$ cat config.mk
export PLATFORM = sky130hd
export DESIGN_NAME = video_timing_meas
export DESIGN_NICKNAME = d
export VERILOG_FILES = /design/src/rtl/video_timing_pkg.sv /design/src/rtl/vt_span_counter.sv /design/src/rtl/video_timing_meas.sv
export SDC_FILE = /design/constraint.sdc
export NUM_CORES = 1
export LEC_CHECK = 0
export ABC_CLOCK_PERIOD_IN_PS = 2400
export CAP_MARGIN = 10
export CORE_UTILIZATION = 44
export CTS_CLUSTER_SIZE = 16
export DETAILED_ROUTE_END_ITERATION = 8
export PLACE_DENSITY = 0.77
export SLEW_MARGIN = 20
export SYNTH_ARGS = -nofsm -noshare
export SYNTH_HDL_FRONTEND = slang
export SYNTH_SLANG_ARGS = --single-unit
$ cat constraint.sdc
create_clock -name clk -period 2.4 [get_ports clk]
set_input_delay 0.72 -clock clk [delete_from_list [all_inputs] [get_ports clk]]
set_output_delay 0.72 -clock clk [all_outputs]
set_load 0.005 [all_outputs]
$ cat src/rtl/video_timing_pkg.sv
// Shared definitions for the video timing analyser: default counter width,
// lock FSM states and the measurement bundle handed to the debug overlay.
package video_timing_pkg;

    localparam int unsigned VT_W = 9;

    typedef enum logic [1:0] {
        ST_UNLOCKED,
        ST_CHECK,
        ST_LOCKED
    } lock_state_t;

    typedef struct packed {
        logic [VT_W-1:0] htotal;
        logic [VT_W-1:0] vtotal;
        logic [VT_W-1:0] hact;
        logic [VT_W-1:0] vact;
        logic [VT_W-1:0] hs_start;
        logic [VT_W-1:0] hs_width;
        logic [VT_W-1:0] vs_start;
        logic [VT_W-1:0] vs_width;
    } vt_meas_t;

endpackage

$ cat src/rtl/vt_span_counter.sv
// Saturating span counter with clear and increment events; exposes the
// next-state value so the parent can capture it on the same tick.
module vt_span_counter
    import video_timing_pkg::*;
#(
    parameter int unsigned W = VT_W
) (
    input  logic         clk,
    input  logic         reset,
    input  logic         tick,
    input  logic         clr,
    input  logic         inc,
    output logic [W-1:0] cnt,
    output logic [W-1:0] nxt,
    output logic         sat
);

    // sat flags the increment that lands on (or stays at) the all-ones value
    always_comb begin
        nxt = cnt;
        sat = 1'b0;
        if (clr) begin
            nxt = '0;
        end else if (inc) begin
            sat = &cnt[W-1:1];
            if (!(&cnt)) begin
                nxt = cnt + 1'b1;
            end
        end
    end

    always_ff @(posedge clk) begin
        if (reset) begin
            cnt <= '0;
        end else if (tick) begin
            cnt <= nxt;
        end
    end

endmodule

$ cat src/rtl/video_timing_meas.sv
// Passive raster analyser: recovers h/v position, measures geometry and lock.
// Define VIDEO_TIMING_MEAS_SYNC_EN to build the hs/vs placement captures.
module video_timing_meas
    import video_timing_pkg::*;
#(
    parameter int unsigned W           = VT_W,
    parameter int unsigned LOCK_FRAMES = 2
) (
    input  logic         clk,
    input  logic         reset,
    input  logic         ce_pix,
    input  logic         hsync,
    input  logic         vsync,
    input  logic         hbl,
    input  logic         vbl,
    output logic [W-1:0] hcnt,
    output logic [W-1:0] vcnt,
    output logic         line_start,
    output logic         frame_start,
    output logic [W-1:0] htotal,
    output logic [W-1:0] vtotal,
    output logic [W-1:0] hact,
    output logic [W-1:0] vact,
    output logic [W-1:0] hs_start,
    output logic [W-1:0] hs_width,
    output logic [W-1:0] vs_start,
    output logic [W-1:0] vs_width,
    output logic         locked
);

    localparam int unsigned    SW         = $clog2(LOCK_FRAMES + 1);
    localparam logic [SW-1:0]  STABLE_MAX = SW'(LOCK_FRAMES);

    logic          hbl_q, vbl_q;
    logic          ls, fs, hbl_rise, vbl_rise;
    logic [W-1:0]  hn, vn, h_plus, v_plus;
    logic          h_sat, v_sat;
    logic          ls_seen, fs_seen, frame_bad;
    logic          bad_now, fs_good;
    lock_state_t   state, state_n;
    logic [SW-1:0] stable, stable_n;

    always_ff @(posedge clk) begin
        if (reset) begin
            hbl_q <= 1'b0;
            vbl_q <= 1'b0;
        end else if (ce_pix) begin
            hbl_q <= hbl;
            vbl_q <= vbl;
        end
    end

    assign ls       = hbl_q & ~hbl;
    assign fs       = vbl_q & ~vbl;
    assign hbl_rise = ~hbl_q & hbl;
    assign vbl_rise = ~vbl_q & vbl;

    vt_span_counter #(.W(W)) u_hcount (
        .clk   (clk),
        .reset (reset),
        .tick  (ce_pix),
        .clr   (ls),
        .inc   (1'b1),
        .cnt   (hcnt),
        .nxt   (hn),
        .sat   (h_sat)
    );

    vt_span_counter #(.W(W)) u_vcount (
        .clk   (clk),
        .reset (reset),
        .tick  (ce_pix),
        .clr   (fs),
        .inc   (ls),
        .cnt   (vcnt),
        .nxt   (vn),
        .sat   (v_sat)
    );

    assign h_plus  = hcnt + 1'b1;
    assign v_plus  = vcnt + 1'b1;
    assign bad_now = (ls & (~ls_seen | (h_plus != htotal))) | h_sat | v_sat;
    assign fs_good = ~frame_bad & ~bad_now & fs_seen & (v_plus == vtotal);

    // A mid-frame fault only unlocks immediately from LOCKED; otherwise the
    // frame is judged at its closing FS via frame_bad.
    always_comb begin
        state_n  = state;
        stable_n = stable;
        if (fs) begin
            if (fs_good) begin
                if (stable != STABLE_MAX) begin
                    stable_n = stable + 1'b1;
                end
                state_n = (stable_n == STABLE_MAX) ? ST_LOCKED : ST_CHECK;
            end else begin
                stable_n = '0;
                state_n  = ST_UNLOCKED;
            end
        end else if (bad_now && (state == ST_LOCKED)) begin
            stable_n = '0;
            state_n  = ST_UNLOCKED;
        end
    end

    always_ff @(posedge clk) begin
        if (reset) begin
            state     <= ST_UNLOCKED;
            stable    <= '0;
            frame_bad <= 1'b0;
            ls_seen   <= 1'b0;
            fs_seen   <= 1'b0;
        end else if (ce_pix) begin
            state  <= state_n;
            stable <= stable_n;
            if (fs) begin
                frame_bad <= 1'b0;
            end else if (bad_now) begin
                frame_bad <= 1'b1;
            end
            if (ls) ls_seen <= 1'b1;
            if (fs) fs_seen <= 1'b1;
        end
    end

    assign locked = (state == ST_LOCKED);

    always_ff @(posedge clk) begin
        if (reset) begin
            line_start  <= 1'b0;
            frame_start <= 1'b0;
            htotal      <= '0;
            vtotal      <= '0;
            hact        <= '0;
            vact        <= '0;
        end else begin
            line_start  <= ce_pix & ls;
            frame_start <= ce_pix & fs;
            if (ce_pix) begin
                if (ls)       htotal <= h_plus;
                if (fs)       vtotal <= v_plus;
                if (hbl_rise) hact   <= hn;
                if (vbl_rise) vact   <= vn;
            end
        end
    end

`ifdef VIDEO_TIMING_MEAS_SYNC_EN
    logic hsync_q, vsync_q;

    always_ff @(posedge clk) begin
        if (reset) begin
            hsync_q  <= 1'b0;
            vsync_q  <= 1'b0;
            hs_start <= '0;
            hs_width <= '0;
            vs_start <= '0;
            vs_width <= '0;
        end else if (ce_pix) begin
            hsync_q <= hsync;
            vsync_q <= vsync;
            if (hsync & ~hsync_q) hs_start <= hn;
            if (~hsync & hsync_q) hs_width <= hn - hs_start;
            if (vsync & ~vsync_q) vs_start <= vn;
            if (~vsync & vsync_q) vs_width <= vn - vs_start;
        end
    end
`else
    logic unused_sync;
    assign unused_sync = hsync ^ vsync;
    assign hs_start    = '0;
    assign hs_width    = '0;
    assign vs_start    = '0;
    assign vs_width    = '0;
`endif

endmodule

# == After elaboration in Yosys (flattened, before gate mapping) ==
# Cells that the tools add are included.
# totals
reg_bits,65
in_bits,7
elab_cells,75
# op_classes
n_addsub,3
bitwise,20
muxes,19
reduce_logical,13
n_eq_ne,5
# op_table
operator,n
two-way mux 9 bit,5
adder 9 x 1 -> 9 bit (second input constant),2
two-way mux 2 bit,9
AND reduction 9 bit,2
AND reduction 8 bit,2
AND reduction 2 bit,6
AND 1 bit,10
equality test 9 bit,1
!= test 9 bit,1
inverter 1 bit,7
two-way mux 1 bit,5
equality test 2 bit (second input constant),2
nonzero test 2 bit,2
bitwise OR 1 bit,3
adder 2 x 1 -> 2 bit (second input constant),1
!= test 2 bit (second input constant),1
logical AND 1 bit,1

# == Depth between registers and ports, before layout ==
# logic_depth
ltp_word,16
depth_mapped,12
mapped_depth_nobuf,11

# == Modules after synthesis ==
# A second synthesis with hierarchy kept.
# unflattened
cells_unflattened,495
area_unflattened_um2,4025.1
# by_module_without_submodules
mod,instances,seq_area_each_um2,area_per_inst_um2,cells_per_inst
video_timing_meas,1,940.9,2593.7,309
vt_span_counter,2,180.2,715.7,93

# == Least setup slack after synthesis ==
# Ideal clock, no wire load.
# synth_timing
path_type,reg-to-reg
startpoint,register u_vcount.cnt[3]
endpoint,register stable[0]
required_ns,2.313
path_buffers,1
arrival_time_ns,2.305
synth_period_minus_slack_ns,2.392
slack_ns,0.008
path_stages_with_launch,11
cell_sequence,dfxtp_1 > clkbuf_1 > nand3_1 > or2_2 > ha_1 > xor2_1 > nor4_1 > nand3_1 > and4b_1 > nand2_1 > o31ai_1
# synth_between
elab_cells_between_ends,15
classes_between,add/sub (1); eq/ne (1); mux (4); bitwise (5); reduce/logical (4)
# synth_lines
item,line_no,source
from (decl),vt_span_counter.sv:13,"output logic [W-1:0] cnt,"
from (signal assigned),vt_span_counter.sv:36,cnt <= nxt;
adder 9 x 1 -> 9 bit,video_timing_meas.sv:81,assign v_plus = vcnt + 1'b1;
named net v_plus[8],video_timing_meas.sv:36,"logic [W-1:0] hn, vn, h_plus, v_plus;"
equality test 9 bit,video_timing_meas.sv:83,assign fs_good = ~frame_bad & ~bad_now & fs_seen & (v_plus == vtotal);
AND 1 bit,video_timing_meas.sv:83,
two-way mux 2 bit,video_timing_meas.sv:91,if (fs_good) begin
two-way mux 2 bit,video_timing_meas.sv:90,if (fs) begin
to (signal assigned),video_timing_meas.sv:115,stable <= stable_n;
to (decl),video_timing_meas.sv:41,"logic [SW-1:0] stable, stable_n;"
# The timed path passes the listed nets, and every way through them passes these cells.
# A chain may end at the register's enable or synchronous reset.

# == Worst setup path in the final report ==
# layout_timing
startpoint,register u_vcount.cnt[1]
endpoint,register stable[0]
# Same word-level chain as after synthesis.

==> results.sh <==
export IMPL_synthTopCellsByArea="dfxtp_1 35%, buf_4 7.6%, nor2_1 6.2%, nand2_1 5.9%, xnor2_1 4.9%"
export IMPL_async_flop_share=0
export IMPL_synth_warnings=0
export IMPL_power_internal_mw=1.78
export IMPL_routedWlPerCell_um=13.8
export IMPL_power_density_mw_per_mm2=493
export IMPL_die_x_um=94.4
export IMPL_grt_busiest_layer="met2"
export IMPL_cts_tree="built"
export IMPL_power_frac_seq=0.468
export IMPL_hpwlAfterDp_mm=6.51
export IMPL_track_usage=0.209
export IMPL_ys_types=52
export IMPL_drt_wl_total_mm=8.91
export IMPL_worstSkewPairLatency_ns=0.36
export IMPL_peakVddDrop_mv=0.283
export IMPL_initial_core_util=0.455
export IMPL_firstDrtPassIters=4
export IMPL_worst_clock_skew_ns=0.0149
export IMPL_cts_sinks=65
export IMPL_yosys_area_top_type="dfxtp_1"
export IMPL_overflow=0
export IMPL_grt_antenna_before_repair=0
export IMPL_nFillCells=737
export IMPL_cts_max_level=3
export IMPL_met3_usage=0.0395
export IMPL_worstPathArrival_ns=2.59
export IMPL_ant_nets=0
export IMPL_slew_viol_final=0
export IMPL_hp_class="register to register"
export IMPL_crit_chain="ha_2, nand3_1, or2_4, ha_4, xor2_1, nor4_2, nand3_1, and4b_1, nand2_1, o31ai_1"
export IMPL_port_buffers=61
export IMPL_period_share=0.968
export IMPL_core_mm2=0.00826
export IMPL_start_kind="register"
export IMPL_diodes=0
export IMPL_numCtsBuffers=9
export IMPL_hold_viol_final=0
export IMPL_vias=3300
export IMPL_leakage_nw=1.90
export IMPL_nNetsFinal=552
export IMPL_pwr_share_comb=0.094
export IMPL_first_global_vias=3155
export IMPL_endpoint_kind="register"
export IMPL_grt_max_degree=32
export IMPL_met1_usage=0.260
export IMPL_clkTransAtPathRegs_ns=0.07
export IMPL_period_needed_ns=2.32
export IMPL_syn_to_final_growth_pct=28.2
export IMPL_finalNonFillerCells=648
export IMPL_ys_seq_area_frac=0.346
export IMPL_power_mw=2.38
export IMPL_drive_gt1_frac=0.134
export IMPL_viasPerCell=5.09
export IMPL_syn_instance_count=460
export IMPL_place_inst=632
export IMPL_grt_pass1_wl_mm=14.5
export IMPL_crit_family="simple AND/OR/NAND/NOR gates"
export IMPL_cts_root_buf="clkbuf_8"
export IMPL_syn_area_mm2=0.00376
export IMPL_critPathMaxStageDelay_ns=0.34
export IMPL_avgSynthCellArea_um2=8.17
export IMPL_setup_ws_ns=0.0758
export IMPL_regArea_mm2=0.00130
export IMPL_critPathKind="register to register"
export IMPL_dr_first_iter_drc_count=186
export IMPL_drc=0
export IMPL_fp_dieH_um=94.4
export IMPL_dp_slack_ns=-0.244
export IMPL_design_portCount=100
export IMPL_run_status="finished, final reports clean"
export IMPL_cap_violations=0
export IMPL_mostFrequentLayoutCell="dfxtp_1"
export IMPL_worstPathMaxFanout=2
export IMPL_power_switching_mw=0.592
export IMPL_die_area_mm2=0.00891
export IMPL_synthFlopType="dfxtp_1"
export IMPL_cpMostUsedCell="nand3_1"
export IMPL_finalSetupViolations=0
export IMPL_cts_buffer_depth=2
export IMPL_p_sw_frac=0.249
export IMPL_layout_common_cells="63 x dfxtp_1, 61 x nor2_1, 60 x clkdlybuf4s50_1"
export IMPL_critPathSlowestCell="dfxtp_2"
export IMPL_grt_util_met2=0.347
export IMPL_synth_top_area_share=0.346
export IMPL_cp_num_buf_inv=0
export IMPL_rows=33
export IMPL_fmax_mhz=430
export IMPL_multiInputGateArea_mm2=0.00218
export IMPL_synth_enable_flop_cells=0
export IMPL_gp_congestion=0.832
export IMPL_crit_required_ns=2.67
export IMPL_clkPwrFrac=0.439
export IMPL_ys_ff_latch=65
[cell families after synthesis]
logic type / share of synthesized area
DFF: 0.346
other: 0.000998
AOI/OAI and AO/OA: 0.134
xor gates and xnor gates: 0.116
and+or+nand+nor: 0.224
buffers and inverters: 0.121
muxes: 0.0346
adders and majority gates: 0.0233
[final cells by class]
type | instances | area share
Multi-Input combinational cell | 351 | 0.452
Sequential cell | 65 | 0.271
Timing Repair Buffer | 101 | 0.196
Tap cell | 105 | 0.0273
Clock buffer | 10 | 0.0265
Clock inverter | 6 | 0.0192
Inverter | 10 | 0.00780
[per-layer routing]
metal | routed length, µm | vias to the layer above | part of all wire
met3 | 457 | 15 | 0.051
met1 | 3880 | 1535 | 0.44
li1 | - | 1644 | -
met5 | 0 | - | 0
met2 | 4380 | 106 | 0.49
met4 | 194 | 0 | 0.022
[final timing paths]
kind | start | end | slack, ns | cells after the start
hold reg to reg | hact[0] | hact[0] | 0.45 | 2
setup / recovery | u_vcount.cnt[1] | stable[0] | 0.08 | 10
hold / removal | hact[0] | hact[0] | 0.45 | 2
setup reg to reg | u_vcount.cnt[1] | stable[0] | 0.08 | 10
[power by group through the flow]
stage | clock network (mW) | logic [mW] | registers [mW]
6_report | 1.04 | 0.223 | 1.11
5_1_grt | 1.10 | 0.245 | 1.11
3_5_place_dp | 0 | 0.219 | 1.14
2_1_floorplan | 0 | 0.173 | 1.14
4_1_cts | 1.06 | 0.220 | 1.11
3_3_place_gp | 0 | 0.214 | 1.14
[metrics by stage]
step	util	instance area, µm²	hold slack, ns	TNS (ns)
6_report	0.583	4810	0.454	0
4_1_cts	0.577	4760	0.458	0
3_5_place_dp	0.550	4540	0.447	-1.61
2_1_floorplan	-	3890	0.432	0
5_1_grt	0.583	4810	0.488	-0.0416
3_3_place_gp	0.550	4540	0.443	-1.06
[worst min-delay path, cell delays in order (launching register included)]
cell and delay [ns]:
dfxtp_1 0.31, nand2_1 0.05, a21oi_1 0.05
[synth_stat cells, drive strengths merged (7+ instances only)]
cell type	count
dfxtp	65
nor2	62
nand2	59
buf	44
a21oi	32
clkbuf	25
xnor2	21
xor2	16
a211oi	13
mux2i	13
o21ai	12
inv	10
nor4	8
ha	7
[registers in the layout (all words and copies together), names as in the netlist, 2 cells and up]
register	cells
vtotal	9
u_vcount.cnt	9
state	2
stable	2
htotal	9
hact	9
u_hcount.cnt	9
vact	9
[repair_timing]
action,in CTS,in global routing
gates resized for setup,0,13
endpoints found under the setup margin,0,10
buffers inserted,0,0
hold buffers,0,0
No activity file was read; power rests on OpenSTA's default activity.
